**config.mk**
```make
export PLATFORM = sky130hd
export DESIGN_NAME = swt_led_ctrl
export DESIGN_NICKNAME = d
export VERILOG_FILES = /design/src/rtl/swt_led_pkg.sv /design/src/rtl/swt_debounce.sv /design/src/rtl/swt_led_ctrl.sv
export SDC_FILE = /design/constraint.sdc
export NUM_CORES = 1
export LEC_CHECK = 0
export CORE_ASPECT_RATIO = 0.9
export CORE_UTILIZATION = 40
export DETAILED_ROUTE_END_ITERATION = 8
export DONT_BUFFER_PORTS = 1
export GPL_ROUTABILITY_DRIVEN = 0
export SETUP_SLACK_MARGIN = 0.5
export SYNTH_ARGS = -nofsm -noshare
export SYNTH_HDL_FRONTEND = slang
export SYNTH_SLANG_ARGS = --single-unit
export TNS_END_PERCENT = 5
```
**constraint.sdc**
```tcl
create_clock -name clk -period 3.6 [get_ports clk]
set_clock_uncertainty 0.15 [all_clocks]
set_input_delay 0.72 -clock clk [delete_from_list [all_inputs] [get_ports clk]]
set_output_delay 0.72 -clock clk [all_outputs]
set_load 0.03 [all_outputs]
```
**src/rtl/swt_led_pkg.sv**
```systemverilog
// swt_led_pkg: mode encodings and debounce counter sizing shared by swt_led_ctrl
package swt_led_pkg;
  typedef enum logic [1:0] {
    MODE_PASS   = 2'b00,
    MODE_COUNT  = 2'b01,
    MODE_SHIFT  = 2'b10,
    MODE_INVERT = 2'b11
  } mode_t;
  function automatic int db_cnt_w(input int db_cycles);
    return $clog2(db_cycles + 1);
  endfunction
endpackage

```
**src/rtl/swt_debounce.sv**
```systemverilog
// swt_debounce: two-flop synchronizer plus per-bit debouncer; busy while a change is pending
module swt_debounce
  import swt_led_pkg::*;
#(
  parameter int DB_CYCLES = 4
) (
  input  logic clk,
  input  logic reset,
  input  logic raw,
  output logic db,
  output logic busy
);
  localparam int CW = db_cnt_w(DB_CYCLES);
  logic [1:0]    sync;
  logic [CW-1:0] cnt;
  always_ff @(posedge clk or posedge reset) begin
    if (reset) begin
      sync <= '0;
      db   <= 1'b0;
      cnt  <= '0;
    end else begin
      sync <= {sync[0], raw};
      if (sync[1] == db) cnt <= '0;
      else if (cnt == CW'(DB_CYCLES - 1)) begin
        db  <= sync[1];
        cnt <= '0;
      end else cnt <= cnt + 1'b1;
    end
  end
  assign busy = (cnt != '0) || (sync[1] != db);
endmodule

```
**src/rtl/swt_led_ctrl.sv**
```systemverilog
// swt_led_ctrl: debounced switches drive LEDs in PASS/COUNT/SHIFT/INVERT modes
// Optional parity output when SWT_LED_PARITY_EN is defined.
module swt_led_ctrl
  import swt_led_pkg::*;
#(
  parameter int WIDTH     = 8,
  parameter int DB_CYCLES = 4,
  parameter int TICK_DIV  = 4
) (
  input  logic             clk,
  input  logic             reset,
  input  logic [WIDTH-1:0] swt,
  input  logic [1:0]       mode,
  output logic [WIDTH-1:0] led,
  output logic             stable
`ifdef SWT_LED_PARITY_EN
  ,
  output logic             parity
`endif
);
  localparam int PW = TICK_DIV > 1 ? $clog2(TICK_DIV) : 1;
  logic [WIDTH-1:0] db, busy, cnt, pat, led_d;
  logic [1:0]       msync1;
  mode_t            msync, cur_mode;
  logic [PW-1:0]    pre;
  logic             entry, tick, rise, db0_q;
  genvar i;
  generate
    for (i = 0; i < WIDTH; i++) begin : g_db
      swt_debounce #(.DB_CYCLES(DB_CYCLES)) u_db (
        .clk  (clk),
        .reset(reset),
        .raw  (swt[i]),
        .db   (db[i]),
        .busy (busy[i])
      );
    end
  endgenerate
  always_comb begin
    entry = msync != cur_mode;
    tick  = pre == PW'(TICK_DIV - 1);
    rise  = db[0] & ~db0_q;
    led_d = msync == MODE_PASS  ? db  :
            msync == MODE_COUNT ? cnt :
            msync == MODE_SHIFT ? pat : ~db;
  end
  // mode entry clears the count / reloads the pattern ahead of any other update
  always_ff @(posedge clk or posedge reset) begin
    if (reset) begin
      msync1   <= '0;
      msync    <= MODE_PASS;
      cur_mode <= MODE_PASS;
      pre      <= '0;
      cnt      <= '0;
      pat      <= WIDTH'(1);
      db0_q    <= 1'b0;
      led      <= '0;
      stable   <= 1'b1;
    end else begin
      msync1   <= mode;
      msync    <= mode_t'(msync1);
      cur_mode <= msync;
      db0_q    <= db[0];
      pre      <= (entry || tick) ? '0 : pre + 1'b1;
      if (msync == MODE_COUNT) cnt <= entry ? '0 : cnt + WIDTH'(rise);
      if (msync == MODE_SHIFT)
        pat <= entry ? WIDTH'(1) : (tick && db[0]) ? {pat[WIDTH-2:0], pat[WIDTH-1]} : pat;
      led      <= led_d;
      stable   <= ~|busy;
    end
  end
`ifdef SWT_LED_PARITY_EN
  always_ff @(posedge clk or posedge reset) begin
    if (reset) parity <= 1'b0;
    else parity <= ^db;
  end
`endif
endmodule

```
==> impl_metrics.csv, run 1 <==
group,metric,value,unit
global_route,first_global_vias,1977,
floorplanning,chipWidth,99.5,um
run_status,status,"complete, no violations",
clocking,cts.sinks,82,
floorplanning,core,8180,um2
worst_hold_path,hold_class,"register to register",
routing,routedWlPerCell,14.4,um
sta,hold_viol,0,
floorplanning,initial_utilization,41.8,%
sta,post-route-min-period,2.24,ns
worst_setup_path,cp.arrival,2.34,ns
synthesis,synth_commonest_cells,"dfrtp_1 (80), inv_1 (21), ha_1 (19)",
routing,ant_nets,0,
placed_design,port_buffers,0,
sta,slew_headroom,40.4,%
sta,setup_ws,1.36,ns
worst_hold_path,min_from,"g_db[7].u_db.sync[0]",
floorplanning,die-area,8930,um2
worst_setup_path,ff2ff_path_depth,3,
power_and_ir_drop,p_per_area,673,nW/um2
global_route,grt_overflow_total,0,
synthesis,ys_ff_latch,82,
global_route,grt_pass1_wl,10.1,mm
power_and_ir_drop,power.leakage,0.00169,uW
sta,drv_slew,0,
job,cap_violations,0,
floorplanning,rows,31,
placed_design,place_ws,1.38,ns
synthesis,yosysTopAreaCellShare,58.5,%
synthesis,synth_most_common_cell,"dfrtp_1",
placed_design,hpwl,4.06,mm
finish,multiInputGateArea,1250,um2
power_and_ir_drop,peakVddDrop,0.337,mV
sta,rsz0062_at_grt,"no",
routing,drc_errors,0,
worst_setup_path,worst_ep_required_time,3.69,ns
power_and_ir_drop,p_total,2530,uW
synthesis,synth_async_sr_flop_share,100,%
global_route,grt_max_degree,51,
sta,setup_tns,0,ns
worst_setup_path,end_kind,"register",
sta,fin_crit_sh,62.3,%
clocking,cts_root_buffer,"clkbuf_8",
clocking,cts-hold-fix-buffers,0,
worst_setup_path,critPathMaxFanout,33,
finish,finalInstanceArea,3760,um2
finish,finalNetCount,316,
synthesis,synth-warning-count,0,
finish,drive_gt1_share,10.7,%
synthesis,syn_nets,310,
placed_design,place_area,3540,um2
worst_hold_path,whs_path_depth,0,
synthesis,synthTopCellsByArea,"dfrtp_1 (59%), ha_1 (6.9%), nor2b_1 (3.3%)",
worst_hold_path,min_to,"g_db[7].u_db.sync[1]",
synthesis,syn_avg_cell_area,12.3,um2
finish,n_fill_cell,755,
floorplanning,io-pin-count,21,
routing,drtPass1Iterations,4,
routing,wl,5.84,mm
synthesis,synth_cell_types,37,
sta,whs,0.190,ns
routing,viasPerCell,4.88,
worst_setup_path,setup.worst_path.class,"register to register",
routing,num_vias,1975,
clocking,cts.path.max_buffers,2,
clocking,cts_setup_buffers,0,
clocking,numCtsBuffers,9,
clocking,clkLatencyLatePin,0.36,ns
global_route,grt_usage,15.3,%
worst_setup_path,reg2reg_to,"pat[3]",
synthesis,synthesis.area,3420,um2
synthesis,synth_cells,279,
floorplanning,dieHeight,89.7,um
sta,finalSetupViolations,0,
sta,fmax,446,MHz
routing,drt_iter0_markers,72,
clocking,cts-resized-gates,0,
worst_setup_path,r2r_setup_slack,1.36,ns
worst_setup_path,start_kind,"register",
synthesis,synth_edf_count,0,
clocking,path_clk_slew,0.08,ns
synthesis,yosysTopAreaCell,"dfrtp_1",
synthesis,ys.flop_type,"dfrtp_1",
finish,seq_area,2050,um2
worst_setup_path,timing.rr.start,"msync[1]",
sta,worst_pin_slew,0.895,ns
finish,antenna_cells,0,
finish,syn_to_final_growth,9.98,%
global_route,antenna_found_initial,0,
clocking,htreeDepth,3,
synthesis,yosysSeqAreaShare,60.0,%
clocking,cts_tree,"yes",
[state kept, by name, summed over array words and instances, names as in the netlist]
register and cells:
msync 2, stable 1, g_db.u_db.cnt 24, msync1 2, cnt 8, pre 2, cur_mode 2, g_db.u_db.sync 16
led 8, pat 8, db0_q 1, g_db.u_db.db 8
[worst max-delay path, stage by stage (launching register included)]
cell     delay [ns]
dfrtp_1        0.93
inv_1          0.19
a311o_1        0.55
a22o_1         0.31
[per-stage QoR]
step | cells | util, %
detailed placement | 389 | 43.3
global route | 405 | 46.0
CTS | 405 | 46.0
finish | 405 | 46.0
global placement | 389 | 43.3
floorplan | 279 | -
[layer usage]
metal / wire length [um] / GRT usage, %
met1: 3090 / 22.1
met2: 2440 / 20.3
met3: 237 / 6.14
met4: 76 / 6.13
met5: 0 / 0
[placed cells by master, fill, tap and decap left out, drive strengths merged]
cell type | synthesis | routed
nor3b | 14 | 14
buf | 6 | 2
a21o | 1 | 1
dfstp | 2 | 2
clkinvlp | 0 | 2
clkinv | 0 | 1
o211ai | 1 | 1
a211oi | 7 | 7
a22o | 9 | 9
nand2 | 13 | 13
ha | 19 | 19
o21ai | 10 | 10
a31oi | 2 | 2
clkbuf | 1 | 12
nand3 | 4 | 4
inv | 21 | 20
nor4b | 1 | 1
dfrtp | 80 | 80
nor2 | 11 | 11
nor3 | 11 | 11
a311o | 1 | 1
bufinv | 0 | 2
nand4 | 4 | 4
o31ai | 2 | 2
o21a | 2 | 2
a21oi | 9 | 9
or4 | 1 | 1
xnor2 | 12 | 12
nor4 | 2 | 2
mux2 | 8 | 8
o311ai | 1 | 1
nand2b | 5 | 5
and3 | 1 | 1
nor2b | 18 | 18
[cell type report]
type                            instances  share of cell area [%]
Clock buffer                           12                    3.86
Inverter                               21                    2.13
Multi-Input combinational cell        169                    33.2
Timing Repair Buffer                    2                   0.399
Sequential cell                        82                    54.6
Tap cell                              115                    3.82
Clock inverter                          4                    1.99
[worst max path at each step]
stage / startpoint / end / slack (ns)
floorplan: reset / cnt[0] / 0.62
global placement: msync[1] / pat[4] / 1.49
detailed placement: msync[1] / pat[3] / 1.38
CTS: msync[1] / pat[3] / 1.35
global route: msync[1] / pat[3] / 1.16
finish: msync[1] / pat[3] / 1.36
[kinds of logic after synthesis]
family | share of synthesized area, %
mux | 2.63
flops | 60.0
simple gates | 15.0
fa+ha+maj | 6.95
xor+xnor | 3.07
buf+inv | 3.44
compound gates | 8.85
[power breakdown]
part           internal [uW]  switching, uW  leakage [uW]
logic                    250            251      0.000554
clock network            410            323      0.000103
registers               1090            207       0.00104
total                   1750            781       0.00169
Note: power is estimated with default switching activity, not from simulation.
==> inputs of run 2 (changes only) <==
- clock period: 3.6 -> 2.3 ns (I/O delays scaled with it)
==> run 2 against run 1 <==
Die area unchanged. First-iteration DRC count up 68%. Largest cell class unchanged. Global-route usage about the same. Maximum frequency up 31%. Register-to-register slack worse by 0.77 ns. Sequential power up 55%. Critical path depth up 4. Critical path type unchanged. Non-clock buffer count up 16. Worst setup slack worse by 0.77 ns.
==> impl_metrics.csv, run 2 (synthesis gave the netlist of run 1 again) <==
group,metric,value,unit
run_status,status,"complete, no violations",
worst_setup_path,ff2ff_path_depth,7,
routing,drt_iter0_markers,121,
worst_setup_path,slowest_delay,0.43,ns
global_route,grt_pass1_wl,10.2,mm
placed_design,place_area,3590,um2
routing,drc_errors,0,
clocking,cts.sinks,82,
clocking,cts_tree,"yes",
power_and_ir_drop,peakVddDrop,0.382,mV
job,cap_violations,0,
clocking,cts.path.max_buffers,2,
floorplanning,dieHeight,89.7,um
power_and_ir_drop,p_per_area,996,nW/um2
finish,antenna_cells,0,
global_route,first_global_vias,2074,
sta,post-route-min-period,1.71,ns
global_route,grt_overflow_total,0,
sta,slew_headroom,51.9,%
worst_hold_path,whs_path_depth,0,
finish,syn_to_final_growth,14.2,%
clocking,numCtsBuffers,9,
worst_setup_path,critPathMaxFanout,4,
routing,ant_nets,0,
finish,final_common_cell,"dfrtp_1",
routing,routedWlPerCell,14.5,um
floorplanning,initial_utilization,41.8,%
worst_setup_path,start_kind,"register",
sta,setup_tns,0,ns
worst_setup_path,r2r_setup_slack,0.59,ns
worst_setup_path,cp.buffers_inverters,0,
worst_hold_path,min_from,"msync1[1]",
sta,drv_slew,0,
placed_design,port_buffers,0,
worst_setup_path,end_kind,"register",
global_route,grt_max_degree,32,
worst_setup_path,cp_slowest_cell,"dfrtp_2",
power_and_ir_drop,power.leakage,0.00175,uW
placed_design,hpwl,4.28,mm
floorplanning,die-area,8930,um2
global_route,antenna_found_initial,0,
sta,fin_crit_sh,74.4,%
global_route,grt_usage,15.3,%
routing,drtPass1Iterations,4,
worst_setup_path,timing.rr.start,"g_db[0].u_db.db",
finish,top_regs,"g_db.u_db.cnt: 24 flops, g_db.u_db.sync: 16 flops",
sta,rsz0062_at_grt,"yes",
clocking,path_clk_slew,0.08,ns
sta,hold_viol,0,
clocking,htreeDepth,3,
clocking,cts_root_buffer,"clkbuf_8",
finish,top_register,"g_db.u_db.cnt",
worst_setup_path,worst_ep_required_time,2.41,ns
worst_setup_path,critPathTopFamily,"simple AND/OR/NAND/NOR gates",
routing,wl,6.09,mm
floorplanning,rows,31,
sta,fmax,585,MHz
worst_hold_path,hold_class,"register to register",
finish,n_fill_cell,760,
finish,largest_reg_flops,24,
routing,viasPerCell,4.99,
floorplanning,chipWidth,99.5,um
sta,finalSetupViolations,0,
worst_setup_path,setup.worst_path.class,"register to register",
routing,num_vias,2102,
worst_hold_path,min_to,"msync[1]",
floorplanning,io-pin-count,21,
finish,finalNetCount,332,
worst_setup_path,reg2reg_to,"cnt[6]",
finish,drive_gt1_share,12.7,%
worst_setup_path,cp.arrival,1.82,ns
finish,finalInstanceArea,3910,um2
sta,worst_pin_slew,0.720,ns
finish,layout_common_cells,"dfrtp_1 (78), inv_1 (20), ha_1 (19), nor2b_1 (18), nor3b_1 (14)",
floorplanning,core,8180,um2
worst_setup_path,path_cells,"nor2b_1, ha_1, ha_1, and3_1, nand3_1, nand3_1, o311ai_1",
clocking,clkLatencyLatePin,0.36,ns
run 2: cell types whose count changed in the layout (fill, tap and decap cells not counted), moves of 2 or more:
cell           delta
dfrtp_2           +2
dfrtp_1           -2
buf_4             +3
dlygate4sd3_1    +11
buf_12            +2
run 2: how the worst max path moves through the flow:
| stage | from | end | slack [ns] | depth (start not counted) |
|---|---|---|---|---|
| final | g_db[0].u_db.db | cnt[6] | 0.59 | 7 |
| after global routing | g_db[0].u_db.db | cnt[6] | 0.46 | 6 |
| after CTS | msync[0] | cnt[7] | 0.54 | 4 |
| after detailed placement | g_db[0].u_db.db | cnt[6] | 0.50 | 6 |
| after global placement | g_db[0].u_db.db | cnt[6] | 0.56 | 6 |
| after floorplan | g_db[0].u_db.db | cnt[6] | 0.67 | 7 |
run 2: repair_timing:
action / CTS / global route
gates cloned: 0 / 0
hold buffers: 11 / 0
endpoints found under the setup margin: 1 / 13
gates resized for setup: 1 / 2
endpoints found under the hold margin: 38 / 0
pin swaps: 0 / 0
buffers inserted: 0 / 3
run 2: final cells by class:
class                           instances  area (um2)  area share, %
Timing Repair Buffer                   18         188           4.80
Clock inverter                          5        55.1           1.41
Tap cell                              115         144           3.68
Multi-Input combinational cell        169        1250           32.0
Clock buffer                           11         131           3.36
Sequential cell                        82        2060           52.6
Inverter                               21        82.6           2.11
run 2: through the flow:
step | power, uW | worst slack [ns] | std cells | utilization (%) | hold slack (ns)
2_1_floorplan | 2620 | 0.669 | 279 | - | 0.181
3_3_place_gp | 2840 | 0.560 | 391 | 43.8 | 0.184
3_5_place_dp | 2870 | 0.504 | 391 | 43.8 | 0.185
4_1_cts | 3910 | 0.543 | 418 | 47.5 | 0.203
5_1_grt | 4160 | 0.464 | 421 | 47.8 | 0.210
6_report | 3890 | 0.589 | 421 | 47.8 | 0.202
run 2: metal layers:
metal / track usage [%] / part of all wire [%]
met1: 21.6 / 49
met2: 20.5 / 42
met3: 5.13 / 4.9
met4: 8.58 / 4.0
met5: 0 / 0
run 2: power by group:
group / switching, uW / total, uW / internal, uW
Combinational: 427 / 870 / 443
Sequential: 303 / 2010 / 1710
Clock: 511 / 1010 / 499
Total: 1240 / 3890 / 2650
